**config.mk**
```make
export PLATFORM = sky130hd
export DESIGN_NAME = vn_debias
export DESIGN_NICKNAME = d
export VERILOG_FILES = /design/src/rtl/vn_debias.sv
export SDC_FILE = /design/constraint.sdc
export NUM_CORES = 1
export LEC_CHECK = 0
export ABC_AREA = 1
export CAP_MARGIN = 20
export CORE_ASPECT_RATIO = 1.4
export CORE_MARGIN = 2
export CORE_UTILIZATION = 46
export CTS_BUF_LIST = sky130_fd_sc_hd__clkbuf_4 sky130_fd_sc_hd__clkbuf_8 sky130_fd_sc_hd__clkbuf_16
export DETAILED_ROUTE_END_ITERATION = 16
export PLACE_DENSITY = 0.76
export SYNTH_ARGS = -nofsm -noshare
export SYNTH_HDL_FRONTEND = slang
export SYNTH_SLANG_ARGS = --single-unit
```
**constraint.sdc**
```tcl
create_clock -name clk -period 2.35 [get_ports clk]
set_clock_uncertainty 0.15 [all_clocks]
set_input_delay 0.3525 -clock clk [delete_from_list [all_inputs] [get_ports clk]]
set_output_delay 0.3525 -clock clk [all_outputs]
set_load 0.02 [all_outputs]
```
**src/rtl/vn_debias.sv**
```systemverilog
// Von Neumann debiasing front end with an output bit FIFO.
// Optional build macro VN_DEBIAS_STATS_EN enables the pairs_dropped counter.
module vn_debias #(
    parameter int FIFO_DEPTH = 8,
    parameter int CNT_W      = 16
) (
    input  logic                          clk,
    input  logic                          rst_n,
    input  logic                          raw_bit,
    input  logic                          raw_valid,
    input  logic                          bypass,
    input  logic                          clear,
    output logic                          out_bit,
    output logic                          out_valid,
    input  logic                          out_ready,
    output logic [$clog2(FIFO_DEPTH):0]   fifo_level,
    output logic                          overflow,
    output logic [CNT_W-1:0]              pairs_dropped
);

    localparam int PW = $clog2(FIFO_DEPTH);
    localparam int LW = PW + 1;

    typedef enum logic {
        IDLE = 1'b0,
        HOLD = 1'b1
    } state_t;

    state_t                state;
    logic                  first_q;
    logic [FIFO_DEPTH-1:0] mem;
    logic [PW-1:0]         wr_ptr;
    logic [PW-1:0]         rd_ptr;
    logic [LW-1:0]         level;
    logic                  ovf_q;

    logic push_req;
    logic push_bit;
    logic pop;
    logic full;
    logic push_ok;

    // Select which bit (if any) is offered to the FIFO this cycle
    always_comb begin
        push_req = 1'b0;
        push_bit = 1'b0;
        if (bypass) begin
            push_req = raw_valid;
            push_bit = raw_bit;
        end else if (raw_valid && state == HOLD && first_q != raw_bit) begin
            push_req = 1'b1;
            push_bit = first_q;
        end
    end

    assign pop     = (level != '0) && out_ready;
    assign full    = (level == LW'(FIFO_DEPTH));
    assign push_ok = push_req && (!full || pop);

    // Pair tracking FSM; bypass abandons any half-pair
    always_ff @(posedge clk or negedge rst_n) begin
        if (!rst_n) begin
            state   <= IDLE;
            first_q <= 1'b0;
        end else if (clear) begin
            state   <= IDLE;
            first_q <= 1'b0;
        end else if (bypass) begin
            state <= IDLE;
        end else if (raw_valid) begin
            if (state == IDLE) begin
                first_q <= raw_bit;
                state   <= HOLD;
            end else begin
                state <= IDLE;
            end
        end
    end

    // FIFO storage; contents are don't-care while unoccupied
    always_ff @(posedge clk) begin
        if (!clear && push_ok) begin
            mem[wr_ptr] <= push_bit;
        end
    end

    // FIFO pointers and occupancy; a full FIFO accepts a push only alongside a pop
    always_ff @(posedge clk or negedge rst_n) begin
        if (!rst_n) begin
            wr_ptr <= '0;
            rd_ptr <= '0;
            level  <= '0;
        end else if (clear) begin
            wr_ptr <= '0;
            rd_ptr <= '0;
            level  <= '0;
        end else begin
            if (push_ok) begin
                wr_ptr <= wr_ptr + 1'b1;
            end
            if (pop) begin
                rd_ptr <= rd_ptr + 1'b1;
            end
            level <= level + LW'(push_ok) - LW'(pop);
        end
    end

    // Sticky flag for a kept bit lost to a full FIFO
    always_ff @(posedge clk or negedge rst_n) begin
        if (!rst_n) begin
            ovf_q <= 1'b0;
        end else if (clear) begin
            ovf_q <= 1'b0;
        end else if (push_req && full && !pop) begin
            ovf_q <= 1'b1;
        end
    end

`ifdef VN_DEBIAS_STATS_EN
    logic [CNT_W-1:0] cnt_q;
    logic             drop;

    assign drop = !bypass && raw_valid && state == HOLD && first_q == raw_bit;

    // Saturating count of discarded equal pairs
    always_ff @(posedge clk or negedge rst_n) begin
        if (!rst_n) begin
            cnt_q <= '0;
        end else if (clear) begin
            cnt_q <= '0;
        end else if (drop && cnt_q != '1) begin
            cnt_q <= cnt_q + 1'b1;
        end
    end

    assign pairs_dropped = cnt_q;
`else
    assign pairs_dropped = '0;
`endif

    assign out_valid  = (level != '0);
    assign out_bit    = (level != '0) ? mem[rd_ptr] : 1'b0;
    assign fifo_level = level;
    assign overflow   = ovf_q;

endmodule

```
==> insert_results.sql, run 1 <==
INSERT INTO impl_metrics (metric_group, metric, value, unit) VALUES
('worst_setup_path', 'critical_path.max_stage_delay', '0.53', 'ns'),
('yosys', 'synth_warnings', '0', ''),
('clock_network', 'cts.path.max_buffers', '2', ''),
('finish', 'final_design_area_no_fill', '1688', 'um^2'),
('yosys', 'post_synth_adder_cell_area', '8.333', '%'),
('route', 'detailedRoute.firstPassIterationCount', '4', ''),
('route', 'route.detailed.wl_per_inst', '10.79', 'um'),
('worst_setup_path', 'worst_r2r_start', 'fifo_level[2]', ''),
('global_routing', 'grt_pass1_vias', '1027', ''),
('worst_setup_path', 'max_fo_critical_path', '4', ''),
('finish', 'multiInputGateArea', '725.7', 'um^2'),
('floorplan', 'floorplan.die.width', '51.31', 'um'),
('worst_setup_path', 'criticalPathCategory', 'register to register', ''),
('floorplan', 'floorplan.die.height', '70.24', 'um'),
('route', 'drt-total-wl', '2395', 'um'),
('worst_setup_path', 'crit_path_start_kind', 'register', ''),
('yosys', 'synth-async-reset-ratio', '61.90', '%'),
('route', 'drt.antenna.violating_nets', '0', ''),
('placed_design', 'placed_cell_area', '1617', 'um^2'),
('yosys', 'postSynthAreaPerCell', '9.065', 'um^2'),
('finish', 'synthToLayoutAreaGrowth', '17.10', '%'),
('worst_setup_path', 'worst_ep_arrival_time', '2.28', 'ns'),
('floorplan', 'ios', '30', ''),
('clock_network', 'source_to_sink_clock_delay_at_the_later_pin_of_the_worst_skew_pair', '0.25', 'ns'),
('timing', 'transition_at_the_pin_with_the_smallest_max_transition_slack', '0.6152', 'ns'),
('yosys', 'synth.top_cells.by_area', 'dfrtp_1 (23%), edfxtp_1 (17%), buf_4 (8.9%)', ''),
('placed_design', 'dp_hpwl', '1969', 'um'),
('floorplan', 'initial_standard_cell_utilization_of_the_core', '47.06', '%'),
('finish', 'sequential_cell_area', '569.3', 'um^2'),
('worst_hold_path', 'worst_hold_path_startpoint', 'raw_bit', ''),
('yosys', 'dominant_combinational_cell_family_by_area_after_synthesis', 'simple AND/OR/NAND/NOR gates', ''),
('run', 'max_cap_viol_count', '0', ''),
('worst_setup_path', 'worst-r2r-setup-slack', '0.12', 'ns'),
('timing', 'max_freq', '0.4479', 'GHz'),
('yosys', 'yosys.cell_count.top_type', 'nand2_1', ''),
('worst_setup_path', 'critPathMostFrequentCell', 'nand2_8', ''),
('finish', 'layout-drive-gt1-share', '25.14', '%'),
('clock_network', 'htree_num_levels', '1', ''),
('yosys', 'area_share_of_the_leading_cell_type_in_the_synthesized_netlist', '22.57', '%'),
('global_routing', 'grt_pass1_wl', '4167', 'um'),
('floorplan', 'floorplan.die_area', '3604', 'um^2'),
('global_routing', 'grt_start_max_net_pins', '14', ''),
('clock_network', 'root_buffer', 'clkbuf_8', ''),
('yosys', 'ys_top_cells_by_count', 'nand2_1 (21), inv_1 (18), buf_4 (17)', ''),
('timing', 'setup_viol', '0', ''),
('route', 'detailroute.via_count', '1043', ''),
('power', 'power', '1.486', 'mW'),
('yosys', 'simple_gate_portion_of_the_synthesized_area', '30.56', '%'),
('finish', 'final_core_util', '55.11', '%'),
('finish', 'nFillCells', '274', ''),
('power', 'ir_drop', '0.4789', 'mV'),
('worst_hold_path', 'min_path_cells', '3', ''),
('placed_design', 'gp_congestion', '0.8004', ''),
('yosys', 'netlist_area', '1441', 'um^2'),
('power', 'p_leak', '0.7706', 'nW'),
('timing', 'slew_violations', '0', ''),
('timing', 'report.final.hold_viol_count', '0', ''),
('worst_setup_path', 'worst_setup_path_end_kind', 'register', ''),
('yosys', 'synth_enable_flop_cells', '8', ''),
('yosys', 'synthMuxAreaShare', '0', '%'),
('worst_setup_path', 'setup.worst_path.start', 'fifo_level[2]', ''),
('route', 'drt-vias-per-instance', '4.698', ''),
('clock_network', 'tritoncts_clock_tree', 'yes', ''),
('run_status', 'status', 'finished clean', ''),
('yosys', 'post-synth-top-area-cell', 'dfrtp_1', ''),
('timing', 'rsz0062_at_grt', 'no', ''),
('route', 'drt-initial-drc-count', '18', ''),
('worst_setup_path', 'crit_buf_inv', '3', ''),
('finish', 'antenna-diode-count', '0', ''),
('timing', 'slew_headroom', '58.86', '%'),
('worst_setup_path', 'crit_chain', 'inv_2, ha_2, nand2_4, nand2_8, nand2_8, nand2_8, ha_1, inv_1, ha_2, fa_2, inv_1, nor2_1', '');
==> cell type report <==
cell class	instances	share of cell area (%)
Tap cell	39	2.891
Clock inverter	1	0.2965
Timing Repair Buffer	23	12.60
Inverter	22	5.041
Sequential cell	21	33.73
Clock buffer	3	2.446
Multi-Input combinational cell	113	42.99
==> worst min-delay path: cells and delay by family <==
kind                   cells  cell delay (ns)
AOI/OAI and AO/OA          2             0.20
buffers and inverters      1             0.13
==> repair_timing <==
| item | in CTS | in global routing |
|---|---|---|
| endpoints found under the setup margin | 0 | 3 |
| gates resized for setup | 0 | 9 |
| setup buffers | 0 | 1 |
==> cell usage in the layout, fill, tap and decap left out, types with 6 or more instances in the layout <==
cell and instances:
dfrtp_1 10, nand2_1 20, inv_1 17, conb_1 16
ha_1 6, nor2_1 16, edfxtp_1 8, clkdlybuf4s50_1 10
nand3_1 9, buf_4 10, a21oi_1 6, nor2_2 9
==> state kept, by name, indices dropped and copies added, names as in the netlist <==
| register | flops |
|---|---|
| overflow | 1 |
| state | 1 |
| wr_ptr | 3 |
| mem | 8 |
| rd_ptr | 3 |
| fifo_level | 4 |
| first_q | 1 |
==> cells by family after synthesis <==
group / count (synthesis)
buffers and inverters: 40
xor gates and xnor gates: 3
adders and majority gates: 9
and+or+nand+nor: 72
AOI/OAI and AO/OA: 13
DFF: 21
other: 1
==> worst max-delay path by stage <==
stage,end,slack (ns)
final,fifo_level[1],0.12
after global routing,fifo_level[1],0.01
after CTS,fifo_level[2],0.01
after detailed placement,fifo_level[2],-0.25
after global placement,fifo_level[2],-0.19
after floorplan,fifo_level[2],0.008
==> layer usage <==
metal	track usage (%)	vias up	wire length (um)
li1	-	522	-
met1	15.36	487	854
met2	28.43	28	1395
met3	1.709	6	84
met4	8.772	0	61
met5	0	-	0
==> power by group <==
part	internal [mW]	switching (mW)	leakage, nW	total [mW]
Clock	0.118	0.112	0.0255	0.229
Combinational	0.338	0.430	0.502	0.768
Sequential	0.431	0.0571	0.244	0.489
==> metrics by stage <==
stage          std cells  setup TNS [ns]
2_1_floorplan        174               0
3_3_place_gp         217         -0.3441
3_5_place_dp         217         -0.5095
4_1_cts              221               0
5_1_grt              222               0
6_report             222               0
Power figures use the tool's default switching activity.
==> run 2, diff against run 1 <==
MAX_ROUTING_LAYER = met4   (was unset)
==> run 2 against run 1 <==
Worst hold slack is essentially flat; final cell count is the same; die area is the same; largest power group unchanged; critical path depth is the same; via count is essentially flat; sequential share of layout area is the same; highest routed layer unchanged; sequential cell count is the same; combinational power is essentially flat; utilization is the same.
==> insert_results.sql, run 2 (synthesized netlist as in run 1, its figures left out) <==
INSERT INTO impl_metrics (metric_group, metric, value, unit) VALUES
('clock_network', 'source_to_sink_clock_delay_at_the_later_pin_of_the_worst_skew_pair', '0.25', 'ns'),
('floorplan', 'core_region_area', '3063', 'um^2'),
('power', 'power_density', '880.0', 'nW/um^2'),
('finish', 'layout-drive-gt1-share', '25.14', '%'),
('finish', 'largest_register_ff_count', '8', ''),
('worst_setup_path', 'max_fo_critical_path', '4', ''),
('clock_network', 'numCtsBuffers', '3', ''),
('global_routing', 'global_route.usage.met1', '15.36', '%'),
('worst_setup_path', 'crit_path_start_kind', 'register', ''),
('clock_network', 'hold_buffers', '0', ''),
('global_routing', 'grt_pass1_vias', '1028', ''),
('clock_network', 'htree_num_levels', '1', ''),
('timing', 'min_period', '2.232', 'ns'),
('finish', 'layoutNonFillerInstCount', '222', ''),
('placed_design', 'gp_congestion', '0.8120', ''),
('timing', 'rsz0062_at_grt', 'no', ''),
('run_status', 'status', 'finished clean', ''),
('global_routing', 'antenna_found_initial', '0', ''),
('route', 'detailedRoute.firstPassIterationCount', '4', ''),
('timing', 'slew_violations', '0', ''),
('worst_setup_path', 'critPathRequiredTime', '2.39', 'ns'),
('run', 'max_cap_viol_count', '0', ''),
('global_routing', 'grt_met3_usage', '1.709', '%'),
('finish', 'max_flop_register', 'mem', ''),
('power', 'p_leak', '0.7706', 'nW'),
('finish', 'nFillCells', '274', ''),
('clock_network', 'cts.path.max_buffers', '2', ''),
('clock_network', 'tritoncts_clock_tree', 'yes', ''),
('clock_network', 'clkSinkCount', '21', ''),
('floorplan', 'placementRows', '24', ''),
('clock_network', 'clk_transition_reported_paths', '0.08', 'ns'),
('finish', 'nNetsFinal', '200', ''),
('timing', 'post-route-period-util', '94.99', '%'),
('global_routing', 'use_met2', '28.43', '%'),
('worst_setup_path', 'criticalPathCategory', 'register to register', ''),
('global_routing', 'grt_start_max_net_pins', '14', ''),
('timing', 'max_freq', '0.4480', 'GHz'),
('floorplan', 'initial_standard_cell_utilization_of_the_core', '47.06', '%'),
('timing', 'setup_viol', '0', ''),
('placed_design', 'placed_cells', '217', ''),
('finish', 'layout_commonest_cell', 'nand2_1', ''),
('finish', 'final_core_util', '55.11', '%'),
('route', 'drt-initial-drc-count', '19', ''),
('floorplan', 'floorplan.die.width', '51.31', 'um'),
('route', 'route.detailed.wl_per_inst', '10.78', 'um'),
('route', 'route.detailed.drc', '0', ''),
('route', 'drt-vias-per-instance', '4.694', ''),
('floorplan', 'ios', '30', ''),
('global_routing', 'grt.overflow.total', '0', ''),
('worst_setup_path', 'worst_ep_arrival_time', '2.28', 'ns'),
('timing', 'transition_at_the_pin_with_the_smallest_max_transition_slack', '0.6142', 'ns'),
('floorplan', 'floorplan.die.height', '70.24', 'um'),
('finish', 'antenna-diode-count', '0', ''),
('timing', 'slew_headroom', '58.93', '%'),
('route', 'drt.antenna.violating_nets', '0', ''),
('worst_setup_path', 'worst_setup_path_end_kind', 'register', ''),
('placed_design', 'dp_hpwl', '1969', 'um'),
('finish', 'synthToLayoutAreaGrowth', '17.10', '%'),
('global_routing', 'top_usage_layer', 'met2', ''),
('power', 'ir_drop', '0.4791', 'mV'),
('floorplan', 'floorplan.die_area', '3604', 'um^2'),
('worst_hold_path', 'hp_class', 'primary input to register', ''),
('route', 'drt-total-wl', '2394', 'um'),
('global_routing', 'grt_pass1_wl', '4160', 'um'),
('timing', 'report.final.hold_viol_count', '0', ''),
('clock_network', 'root_buffer', 'clkbuf_8', ''),
('placed_design', 'port_buffers', '13', ''),
('finish', 'final_cell_mix', 'nand2_1 (20), inv_1 (17), nor2_1 (16), conb_1 (16)', ''),
('global_routing', 'grtUsageTotal', '15.55', '%'),
('route', 'detailroute.via_count', '1042', '');
-- run 2: final cells by class --
cell class                 count  area (um^2)  share of cell area, %
tap                           39        48.80                  2.891
clock inverter                 1        5.005                 0.2965
inverter                      22        85.08                  5.041
sequential                    21        569.3                  33.73
multi-input combinational    113        725.7                  42.99
clock buffer                   3        41.29                  2.446
timing repair buffer          23        212.7                  12.60
-- run 2: what timing repair did --
item                                   4_1_cts  5_1_grt
endpoints found under the hold margin        0        0
setup endpoints to repair                    0        3
buffers inserted                             0        1
gates resized for setup                      0        9
-- run 2: path summary, 6_finish.rpt --
kind | slack, ns | cells past startpoint | startpoint | end
max reg2reg | 0.12 | 12 | fifo_level[2] | fifo_level[1]
max in group asynchronous | 1.28 | 1 | rst_n | rd_ptr[0]
max | 0.12 | 12 | fifo_level[2] | fifo_level[1]
min reg2reg | 0.38 | 2 | overflow | overflow
min in group asynchronous | 0.33 | 1 | rst_n | state
min | 0.31 | 3 | raw_bit | first_q
-- run 2: critical path, cell delays in order, from the launching register on --
cell and delay, ns:
dfrtp_2 0.37, inv_2 0.05, ha_2 0.19, nand2_4 0.10, nand2_8 0.07, nand2_8 0.08, nand2_8 0.05, ha_1 0.26
inv_1 0.04, ha_2 0.17, fa_2 0.53, inv_1 0.04, nor2_1 0.07
-- run 2: power by group --
group	switching (mW)	internal, mW
Clock	0.112	0.118
Combinational	0.430	0.338
Sequential	0.0569	0.431
-- run 2: layer usage --
metal,vias up,share of wire [%]
li1,522,-
met1,484,35
met2,30,58
met3,6,3.8
met4,0,2.5
met5,-,0
-- run 2: stage by stage --
stage                     setup WS [ns]  instance area (um^2)  power (mW)  hold slack, ns  TNS [ns]
after floorplan                0.007519                  1503       1.009        -0.09309         0
after global placement          -0.1863                  1617       1.208          0.3554   -0.3441
after detailed placement        -0.2462                  1617       1.238          0.3707   -0.5095
after CTS                       0.01203                  1663       1.468          0.3401         0
after global routing            0.01179                  1688       1.607          0.3501         0
final                            0.1178                  1688       1.485          0.3109         0
